==> config.mk <==
export PLATFORM = sky130hd
export DESIGN_NAME = fifo_rd_stream
export DESIGN_NICKNAME = d
export VERILOG_FILES = /design/src/rtl/fifo_rd_pkg.sv /design/src/rtl/rd_skid_buf.sv /design/src/rtl/fifo_rd_stream.sv
export SDC_FILE = /design/constraint.sdc
export NUM_CORES = 1
export LEC_CHECK = 0
export ABC_AREA = 1
export BUFFER_PORTS_ARGS = -buffer_cell sky130_fd_sc_hd__buf_2
export CORE_ASPECT_RATIO = 0.9
export CORE_MARGIN = 8
export CORE_UTILIZATION = 55
export DETAILED_ROUTE_END_ITERATION = 16
export HOLD_SLACK_MARGIN = 0.12
export PLACE_DENSITY = 0.85
export RECOVER_POWER = 25
export SYNTH_ARGS = -nofsm -noshare
export SYNTH_HDL_FRONTEND = slang
export SYNTH_SLANG_ARGS = --single-unit
==> constraint.sdc <==
create_clock -name rclk -period 5.9 [get_ports rclk]
set_clock_uncertainty 0.1 [all_clocks]
set_input_delay 0.295 -clock rclk [delete_from_list [all_inputs] [get_ports rclk]]
set_output_delay 0.295 -clock rclk [all_outputs]
set_load 0.01 [all_outputs]
==> src/rtl/fifo_rd_pkg.sv <==
// fifo_rd_stream shared types.
// State encoding and default counter width.
package fifo_rd_pkg;

  typedef enum logic [1:0] {
    EMPTY = 2'd0,
    ONE   = 2'd1,
    TWO   = 2'd2,
    FLUSH = 2'd3
  } rd_state_e;

  typedef logic [1:0] occ_t;

  localparam int CNT_W_DEF = 16;

endpackage

==> src/rtl/rd_skid_buf.sv <==
// Two-entry main/skid holding buffer.
// dout is always the oldest held word.
module rd_skid_buf
  import fifo_rd_pkg::*;
#(
  parameter int DSIZE = 8
) (
  input  logic             clk,
  input  logic             rst_n,
  input  logic             push,
  input  logic             pop,
  input  logic             clear,
  input  logic [DSIZE-1:0] din,
  output logic [DSIZE-1:0] dout,
  output logic             rdy
);

  occ_t             occ_q, occ_d;
  logic [DSIZE-1:0] main_q, main_d;
  logic [DSIZE-1:0] skid_q, skid_d;

  assign dout = main_q;
  assign rdy  = (occ_q != 2'd2);

  // occupancy and data movement; clear drops every held word
  always_comb begin
    occ_d  = occ_q;
    main_d = main_q;
    skid_d = skid_q;
    if (clear) begin
      occ_d = 2'd0;
    end else begin
      unique case (1'b1)
        push & pop: begin
          main_d = din;
        end
        push & ~pop: begin
          if (occ_q == 2'd0) begin
            main_d = din;
            occ_d  = 2'd1;
          end else begin
            skid_d = din;
            occ_d  = 2'd2;
          end
        end
        ~push & pop: begin
          if (occ_q == 2'd2) begin
            main_d = skid_q;
            occ_d  = 2'd1;
          end else begin
            occ_d  = 2'd0;
          end
        end
        default: ;
      endcase
    end
  end

  // buffer registers
  always_ff @(posedge clk) begin
    if (!rst_n) begin
      occ_q  <= 2'd0;
      main_q <= '0;
      skid_q <= '0;
    end else begin
      occ_q  <= occ_d;
      main_q <= main_d;
      skid_q <= skid_d;
    end
  end

endmodule

==> src/rtl/fifo_rd_stream.sv <==
// FIFO read-side consumer: pops into a skid
// buffer and drives a valid/ready stream.
module fifo_rd_stream
  import fifo_rd_pkg::*;
#(
  parameter int DSIZE = 8,
  parameter int CNT_W = CNT_W_DEF
) (
  input  logic             rclk,
  input  logic             rrst_n,
  input  logic             rempty,
  input  logic [DSIZE-1:0] rdata,
  output logic             rinc,
  output logic [DSIZE-1:0] m_data,
  output logic             m_valid,
  input  logic             m_ready,
  input  logic             flush,
  output logic             flush_busy,
  output logic [CNT_W-1:0] pop_count
);

  rd_state_e        state_q, state_d;
  logic [CNT_W-1:0] cnt_q, cnt_d;
  logic             buf_rdy;
  logic             push;
  logic             xfer;
  logic             clear;

  assign flush_busy = (state_q == FLUSH);
  assign m_valid    = (state_q == ONE) |
                      (state_q == TWO);
  assign pop_count  = cnt_q;

  // buffer is never full while flushing
  assign rinc  = ~rempty & rrst_n &
                 (flush_busy | buf_rdy);
  assign xfer  = m_valid & m_ready;
  assign push  = rinc & ~flush_busy;
  assign clear = flush & ~flush_busy;

  rd_skid_buf #(
    .DSIZE (DSIZE)
  ) u_buf (
    .clk   (rclk),
    .rst_n (rrst_n),
    .push  (push),
    .pop   (xfer),
    .clear (clear),
    .din   (rdata),
    .dout  (m_data),
    .rdy   (buf_rdy)
  );

  // next state and delivered-word count
  always_comb begin
    state_d = state_q;
    cnt_d   = cnt_q + {{(CNT_W-1){1'b0}}, xfer};
    unique case (state_q)
      EMPTY: begin
        if (flush)     state_d = FLUSH;
        else if (push) state_d = ONE;
      end
      ONE: begin
        if (flush)             state_d = FLUSH;
        else if (push & ~xfer) state_d = TWO;
        else if (~push & xfer) state_d = EMPTY;
      end
      TWO: begin
        if (flush)     state_d = FLUSH;
        else if (xfer) state_d = ONE;
      end
      FLUSH: begin
        if (~flush & rempty) state_d = EMPTY;
      end
      default: state_d = EMPTY;
    endcase
  end

  // state and counter registers
  always_ff @(posedge rclk) begin
    if (!rrst_n) begin
      state_q <= EMPTY;
      cnt_q   <= '0;
    end else begin
      state_q <= state_d;
      cnt_q   <= cnt_d;
    end
  end

endmodule

==> results of run 1 <==
[flip-flops by register name (all words and copies together), names as in the netlist]
name          cells
pop_count        16
u_buf.dout        8
u_buf.occ_q       2
u_buf.skid_q      8
state_q           2
[power by group through the flow]
stage	registers [W]	clock network [W]	logic [W]
5_1_grt	0.000308	0.000202	0.000296
6_report	0.000303	0.000186	0.000258
3_3_place_gp	0.000307	0	0.000262
2_1_floorplan	0.000317	0	0.000191
3_5_place_dp	0.000308	0	0.000263
4_1_cts	0.000302	0.000190	0.000265
[path summary, 6_finish.rpt]
| path | from | end | slack, ns | cells after the start |
|---|---|---|---|---|
| worst min register to register | u_buf.dout[1] | u_buf.dout[1] | 0.34 | 2 |
| worst max-delay path | state_q[0] | pop_count[14] | 3.60 | 10 |
| worst min-delay path | rdata[0] | u_buf.skid_q[0] | 0.18 | 3 |
| worst max register to register | state_q[0] | pop_count[14] | 3.60 | 10 |
[synth_stat cells]
master and n:
a211oi_1 1, a21oi_1 26, a21oi_2 2, buf_1 1, buf_2 3, buf_8 1, clkbuf_1 1, dfxtp_1 36
ha_1 10, inv_1 40, inv_2 3, nand2_1 53, nand3_1 20, nand3_2 2, nand3b_4 1, nand4_1 4
nor2_1 21, nor2_2 4, nor2_4 1, nor3_1 3, nor3_2 2, o21a_1 1, o21ai_0 21, o21ai_2 2
xnor2_1 1, xor2_1 1
[tightest hold or removal path, cell delays in order]
cell	delay [ns]
buf_2	0.11
nand3_1	0.07
a21oi_1	0.06
[layout make-up]
| type | instances | share of cell area, % |
|---|---|---|
| clock buffers | 7 | 4.48 |
| inverters | 43 | 7.50 |
| multi-input cells | 176 | 43.8 |
| well taps | 44 | 2.56 |
| repair buffers | 39 | 8.20 |
| flip-flops and latches | 36 | 33.5 |
[metal layers]
layer	vias to the layer above	part of all wire, %	global-route usage (%)
met1	783	47	17.6
met2	38	45	23.4
li1	915	-	-
met3	6	6.5	5.82
met4	0	1.5	6.90
met5	-	0	0
[cell families after synthesis]
kind of cell / Yosys count / synth area share (%)
DFF: 36 / 38.7
AOI/OAI and AO/OA: 53 / 15.3
adders and majority gates: 10 / 6.72
xor gates and xnor gates: 2 / 0.941
and+or+nand+nor: 111 / 27.6
buffers and inverters: 49 / 10.7
[per-stage QoR]
stage / area [µm²] / power (W)
after floorplan: 1860 / 0.000508
after global placement: 2070 / 0.000568
after detailed placement: 2070 / 0.000571
after CTS: 2170 / 0.000758
after global routing: 2150 / 0.000806
final: 2150 / 0.000747
==> impl_metrics.tcl, run 1 <==
set metrics [dict create \
    synth_area_per_cell_um2 7.13 \
    outcome "finished clean" \
    io_pins 40 \
    die_area_um2 5510 \
    synth_top_area_cell "dfxtp_1" \
    place_congestion 0.886 \
    die_h_um 71.2 \
    worstPathArrival_ns 2.41 \
    ys_warn_count 0 \
    core.rowCount 20 \
    seqPwrFrac_pct 40.5 \
    peakVddDrop_mv 0.176 \
    root_buffer "clkbuf_8" \
    worstHoldPathType "input port to register" \
    cts_sinks 36 \
    finish.utilization_pct 65.2 \
    critical_path.endpoint_type "register" \
    slowest_stage "dfxtp_1" \
    n_antenna_cell 0 \
    ys_seq_area_share_pct 38.7 \
    swShare_pct 36.8 \
    dp.cells 338 \
    synth_top_cell_area_share_pct 38.7 \
    drt-pass1-iter-count 4 \
    cellLeakagePower_nw 0.908 \
    max_stage_delay_ns 0.36 \
    hold_ws_ns 0.184 \
    clock_power_share_pct 24.9 \
    viasPerCell 5.05 \
    netlist-cell-type-count 26 \
    place_ws_ns 3.47 \
    path_clk_slew_ns 0.07 \
    tritoncts "yes" \
    hpwl_mm 3.10 \
    grt_pass1_wl_mm 6.76 \
    gr-total-overflow 0 \
    initial_core_util_pct 56.4 \
    post_cts_buffers 0 \
    final_common_cell "nand2_1" \
    cts_buffer_depth 2 \
    cpLargestDelayFamily "adder cells" \
    maxSlewHeadroom_pct 67.2 \
    post_drt_wl_per_cell_um 11.8 \
    worstMarginPinSlew_ns 0.491 \
    maxCapViolations 0 \
    antenna_left 0 \
    internal_power_w 0.000472 \
    max_freq_mhz 435 \
    grt_max_degree 22 \
    yosys-top-cells-area "dfxtp_1, nand2_1, inv_1" \
    die_w_um 77.3 \
    period_minus_slack_ns 2.30 \
    cp_common_cell "ha_1" \
    hold_viol_final 0 \
    cts_hold_buf 0 \
    worstPathMaxFanout 4 \
    layout-drive-gt1-share_pct 15.9 \
    syn_nets 284 \
    cts_buffers 5 \
    clk_latency_ns 0.29 \
    p_comb_share_pct 34.5 \
    setup_viol 0 \
    cp.required_ns 6.01 \
    post_cts_resized 0 \
    fin_ws_ns 3.60 \
    slew_violations 0 \
    io_buffer_count 39 \
    startpoint_type "register" \
    grt_pass1_vias 1564 \
    wl_mm 4.08 \
    tns_ns 0 \
    netlist_area_um2 1860 \
    cp_num_buf_inv 2 \
    area_growth_pct 15.6 \
    rsz0062_at_grt "false" \
    fillerInstances 324 \
    synthesis.instances 261 \
    final_cell_mix "nand2_1, inv_1, dfxtp_1, a21oi_1, buf_2" \
    synth-seq-cells 36 \
    drt_iter0_markers 113 \
    p_switching_w 0.000275 \
    vias 1742 \
    ff_latch_area_um2 721 \
    multi_input_area_um2 942 \
    path_cells "inv_1 -> ha_1 -> nand2_1 -> inv_1 -> ha_1 -> ha_1 -> nand3_2 -> nor3_2 -> nand4_1 -> a21oi_1" \
    critical_path_class "register to register" \
    fin_nets 324 \
    cellPowerDensity_nw_per_um2 347 \
    drcViolationCount 0 \
    timing.final.crit_share_pct 39.0 \
    fin_cells 345 \
    htreeDepth 2 \
    antenna_found_initial 0 \
    core_um2 3300 \
    grt_usage_pct 15.0 \
]
(Power assumes the default switching activity.)
==> inputs of run 2 (changes only) <==
ABC_AREA = 0   (was 1)
CORE_UTILIZATION = 48   (was 55)
PLACE_DENSITY = 0.8   (was 0.85)
clock period = 1.9 ns   (was 5.9 ns; I/O delays follow)
==> impl_metrics.tcl, run 2 <==
set metrics [dict create \
    grt_usage_pct 16.1 \
    synth_area_per_cell_um2 8.85 \
    io_buffer_count 39 \
    place_congestion 0.758 \
    initial_core_util_pct 48.6 \
    worstPathMaxFanout 14 \
    synth_most_common_cell "dfxtp_1" \
    max_freq_mhz 477 \
    path_clk_slew_ns 0.07 \
    fin_ws_ns -0.197 \
    fin_nets 295 \
    worstPathArrival_ns 2.21 \
    synth-seq-cells 36 \
    antenna_found_initial 0 \
    grt_pass1_vias 1652 \
    tns_ns -2.16 \
    p_comb_share_pct 42.0 \
    period_minus_slack_ns 2.10 \
    ys_warn_count 0 \
    rrSetupSlack_ns -0.20 \
    maxSlewHeadroom_pct 53.0 \
    setup_viol 23 \
    yosys-top-cells-area "dfxtp_1, ha_1, a21oi_1" \
    gr-total-overflow 0 \
    place_ws_ns -0.160 \
    synth_common_cells "dfxtp_1, a21oi_1, nor2_1" \
    grt_pass1_wl_mm 7.48 \
    critical_path_class "register to register" \
    synth_top_cell_area_share_pct 40.9 \
    synth-compound-area-share_pct 16.8 \
    cts_buffers 5 \
    synth_edf_count 0 \
    core_um2 3630 \
    clock_power_share_pct 22.2 \
    final_cell_mix "dfxtp_1, buf_2, buf_4, a21oi_1" \
    io_pins 40 \
    r2r-start "state_q[1]" \
    die_h_um 73.5 \
    slowest_stage "dfxtp_4" \
    ys.flop_type "dfxtp_1" \
    die_w_um 79.8 \
    cp.required_ns 2.01 \
    violations "setup timing" \
    cellLeakagePower_nw 1.08 \
    drt_iter0_markers 112 \
    worstHoldPathType "input port to register" \
    internal_power_w 0.00171 \
    ys_seq_area_share_pct 40.9 \
    viasPerCell 5.47 \
    critical_path.endpoint_type "register" \
    p_switching_w 0.000900 \
    core.rowCount 21 \
    area_growth_pct 50.3 \
    hpwl_mm 3.11 \
    timing.final.crit_share_pct 110 \
    slew_violations 0 \
    synth_xor_area_share_pct 6.47 \
    n_antenna_cell 0 \
    post_drt_wl_per_cell_um 15.8 \
    synthesis.instances 199 \
    synth_fa_ha_area_share_pct 7.11 \
    hold_depth 6 \
    root_buffer "clkbuf_8" \
    wl_mm 5.05 \
    final_common_cell "dfxtp_1" \
    layout-drive-gt1-share_pct 36.6 \
    drcViolationCount 0 \
    cts_buffer_depth 2 \
    clk_latency_ns 0.30 \
    grt_max_degree 18 \
    maxCapViolations 0 \
    vias 1746 \
    cellPowerDensity_nw_per_um2 987 \
    outcome "finished, violations left" \
    hp-start "m_ready" \
    whs_endpoint "pop_count[0]" \
    peakVddDrop_mv 0.594 \
    path_cells "inv_4 -> ha_4 -> nand2_4 -> inv_4 -> ha_4 -> mux2_4 -> o22ai_4 -> buf_12 -> a21oi_1 -> a311oi_1" \
    synthMuxAreaShare_pct 6.54 \
    critPathLaunch "state_q[1]" \
    reg2regPathDepth 10 \
    async_flop_share_pct 0 \
    r2r-end "u_buf.dout[7]" \
    netlist_area_um2 1760 \
    drt-pass1-iter-count 6 \
    synth_top_area_cell "dfxtp_1" \
    die_area_um2 5860 \
    startpoint_type "register" \
    largest_reg_flops 16 \
    synth-simple-area-share_pct 17.2 \
    rsz0062_at_grt "true" \
    seqPwrFrac_pct 35.8 \
    hold_viol_final 0 \
    swShare_pct 34.5 \
    worstMarginPinSlew_ns 0.703 \
    p_total_w 0.00261 \
    synth_top_family_by_area "simple AND/OR/NAND/NOR gates" \
    htreeDepth 2 \
    antenna_left 0 \
    cts_sinks 36 \
    tritoncts "yes" \
    syn_nets 222 \
    max_stage_delay_ns 0.38 \
    netlist-cell-type-count 35 \
]
## run 2: final cells by class
type	instances	area, µm²
clock buffer	7	86.3
clock inverter	1	6.26
fill	241	980
inverter	11	48.8
multi-input combinational	144	1190
sequential	36	729
tap	46	57.6
timing repair buffer	74	532
## run 2: how the worst max path moves through the flow
stage / to / slack, ns
floorplan: u_buf.dout[5] / -0.08
global route: u_buf.dout[4] / -0.29
finish: u_buf.dout[7] / -0.20
detailed placement: u_buf.dout[2] / -0.16
global placement: u_buf.dout[4] / -0.09
CTS: u_buf.dout[2] / -0.15
## run 2: cell families after synthesis
logic type	Yosys count
XOR/XNOR	13
flip-flops	36
buffers and inverters	19
adder cells (fa/ha/maj)	10
multiplexers	11
AO/OA/AOI/OAI	47
AND/OR/NAND/NOR	63
## run 2: worst max-delay path, delay by kind of cell (launching register included)
kind            cells  cell delay (ns)
mux                 1             0.29
compound gates      3             0.47
flops               1             0.38
buf+inv             3             0.27
simple gates        1             0.11
fa+ha+maj           2             0.40
## run 2: timing repair
action | 4_1_cts | 5_1_grt
gates cloned | 0 | 1
hold buffers | 10 | 0
pin swaps | 3 | 7
endpoints found under the setup margin | 24 | 31
resized for setup | 11 | 15
buffers inserted | 1 | 2
endpoints found under the hold margin | 18 | 0
## run 2: per-stage QoR
step                      std cells  hold WS (ns)  area (µm²)  util (%)
after floorplan                 199         0.131        1910         -
after global placement          297         0.250        2300      63.4
after detailed placement        297         0.256        2300      63.4
after CTS                       316         0.289        2550      70.4
after global routing            319         0.312        2650      73.0
final                           319         0.301        2650      73.0
## run 2: power groups by stage
stage,clock network [W],registers [W],logic [W]
after global placement,0,0.000942,0.000941
after detailed placement,0,0.000944,0.000970
after global routing,0.000626,0.000953,0.00119
after floorplan,0,0.000972,0.000602
after CTS,0.000587,0.000927,0.00101
final,0.000580,0.000934,0.00110
## run 2: layer usage
layer / part of all wire [%] / track usage [%] / wire length (µm)
met5: 0 / 0 / 0
met4: 3.3 / 6.85 / 165
met3: 6.9 / 5.01 / 348
met2: 49 / 25.8 / 2460
met1: 41 / 19.3 / 2070
==> inputs of run 3 (changes only) <==
PLACE_DENSITY = 0.79   (was 0.8)
SYNTH_HIERARCHICAL = 1   (was unset)
==> impl_metrics.tcl, run 3 <==
set metrics [dict create \
    outcome "finished, violations left" \
    violations "setup timing" \
    root_buffer "clkbuf_8" \
    synthesis.instances 209 \
    peakVddDrop_mv 0.696 \
    wl_mm 5.37 \
    initial_core_util_pct 50.3 \
    place_congestion 0.801 \
    hold_viol_final 0 \
    final_cell_mix "dfxtp_1, buf_2, buf_4, nand2_1, nand2b_1" \
    core.rowCount 21 \
    layout-drive-gt1-share_pct 40.8 \
    io_buffer_count 39 \
    post_drt_wl_per_cell_um 16.4 \
    drt_iter0_markers 91 \
    critPathLaunch "state_q[0]" \
    synth_edf_count 0 \
    path_cells "ha_4 -> nand4bb_1 -> inv_2 -> buf_6 -> ha_4 -> nand2b_4 -> or3b_2 -> a21oi_1" \
    grt_pass1_vias 1756 \
    maxSlewHeadroom_pct 63.0 \
    viasPerCell 5.54 \
    tritoncts "yes" \
    cts_sinks 36 \
    critical_path.endpoint_type "register" \
    slew_violations 0 \
    ys_seq_area_share_pct 38.4 \
    antenna_left 0 \
    p_total_w 0.00268 \
    rsz0062_at_grt "true" \
    swShare_pct 34.0 \
    die_area_um2 6170 \
    seqPwrFrac_pct 34.1 \
    hpwl_mm 3.16 \
    htreeDepth 2 \
    core_um2 3730 \
    n_antenna_cell 0 \
    netlist_area_um2 1880 \
    max_stage_delay_ns 0.45 \
    p_comb_share_pct 40.5 \
    grt_max_degree 27 \
    clock_power_share_pct 25.4 \
    die_h_um 75.3 \
    cts_buffer_depth 2 \
    gr-total-overflow 0 \
    max_freq_mhz 484 \
    fillerInstances 249 \
    synth-seq-cells 36 \
    synth_top_area_cell "dfxtp_1" \
    period_minus_slack_ns 2.07 \
    largest_reg_flops 16 \
    io_pins 40 \
    clk_latency_ns 0.30 \
    fin_cells 328 \
    r2r-start "state_q[0]" \
    vias 1817 \
    ys.flop_type "dfxtp_1" \
    grt_usage_pct 16.6 \
    synth_top_cell_area_share_pct 38.4 \
    tns_ns -1.41 \
    fin_nets 305 \
    synth_most_common_cell "dfxtp_1" \
    netlist-cell-type-count 44 \
    antenna_found_initial 0 \
    critical_path_class "register to register" \
    maxCapViolations 0 \
    slowest_stage "or3b_2" \
    timing.final.crit_share_pct 109 \
    worstHoldPathType "input port to register" \
    dp.cells 299 \
    cellPowerDensity_nw_per_um2 962 \
    hold_ws_ns 0.203 \
    syn_nets 233 \
    worstMarginPinSlew_ns 0.554 \
    drt-pass1-iter-count 4 \
    setup_viol 20 \
    hp-start "m_ready" \
    ys_warn_count 6 \
    worstPathMaxFanout 16 \
    cp.required_ns 2.01 \
    synth_common_cells "dfxtp_1, nand2_1, a21oi_1" \
    internal_power_w 0.00177 \
    startpoint_type "register" \
    synth_area_per_cell_um2 8.98 \
    async_flop_share_pct 0 \
    grt_pass1_wl_mm 7.86 \
    yosys-top-cells-area "dfxtp_1, ha_1, mux2i_1" \
    die_w_um 81.9 \
    cellLeakagePower_nw 1.13 \
    cp_common_cell "ha_4" \
    area_growth_pct 48.3 \
    worstPathArrival_ns 2.18 \
    final_common_cell "dfxtp_1" \
    path_clk_slew_ns 0.08 \
    drcViolationCount 0 \
    cts_buffers 5 \
    fin_ws_ns -0.166 \
    p_switching_w 0.000911 \
]
[run 3: cell types whose count changed after synthesis, sizes merged, moves of 4 or more]
cell    before  now
nand2b       3   13
o211ai       1    8
or3b         0    8
nor2        18   12
a21oi       21   17
a311oi       8    0
[run 3: worst max-delay path, delay by kind of cell, from the launching register on]
kind	cells	cell delay, ns
simple gates	3	0.80
flops	1	0.37
fa+ha+maj	2	0.33
buf+inv	2	0.24
compound gates	1	0.16
[run 3: final cells by class]
class | instances | area [µm²] | share of cell area (%)
Clock buffer | 5 | 68.8 | 2.47
Clock inverter | 3 | 41.3 | 1.48
Inverter | 10 | 50.0 | 1.80
Multi-Input combinational cell | 155 | 1350 | 48.5
Sequential cell | 36 | 732 | 26.3
Tap cell | 46 | 57.6 | 2.07
Timing Repair Buffer | 73 | 483 | 17.3
[run 3: worst paths after layout]
path	end	slack, ns	depth (start not counted)
worst max-delay path	u_buf/skid_q[2]	-0.17	8
worst min-delay path	pop_count[0]	0.20	5
worst max register to register	u_buf/skid_q[2]	-0.17	8
worst min register to register	u_buf/dout[7]	0.36	2
[run 3: through the flow]
step                instance area, µm²  setup WS (ns)  utilization (%)
floorplan                         1980        -0.0454                -
global placement                  2280        -0.0665             61.2
detailed placement                2280         -0.142             61.2
CTS                               2630         -0.107             70.6
global route                      2780         -0.202             74.6
finish                            2780         -0.166             74.6
[run 3: power by group through the flow]
stage               Clock (W)  Sequential [W]  Combinational (W)
finish               0.000680        0.000914            0.00108
global route         0.000719        0.000928            0.00115
CTS                  0.000687        0.000912           0.000983
detailed placement          0        0.000928           0.000780
global placement            0        0.000922           0.000759
floorplan                   0        0.000951           0.000530
[run 3: cell families after synthesis]
logic type | count (synthesis) | synth area share (%)
adder cells (fa/ha/maj) | 11 | 7.33
AO/OA/AOI/OAI | 44 | 14.8
buffers and inverters | 18 | 4.27
flip-flops | 36 | 38.4
XOR/XNOR | 9 | 4.20
AND/OR/NAND/NOR | 81 | 25.7
multiplexers | 10 | 5.33
[run 3: timing repair]
item / in CTS / in global routing
hold endpoints to repair: 16 / 0
pin swaps: 9 / 11
endpoints found under the setup margin: 22 / 30
resized for setup: 22 / 29
hold buffers: 9 / 0
setup buffers: 7 / 5
[run 3: layer usage]
metal / track usage [%] / vias to the layer above / part of all wire [%]
li1: - / 888 / -
met1: 17.3 / 865 / 40
met2: 30.6 / 52 / 53
met3: 3.89 / 12 / 4.5
met4: 7.78 / 0 / 2.2
met5: 0 / - / 0
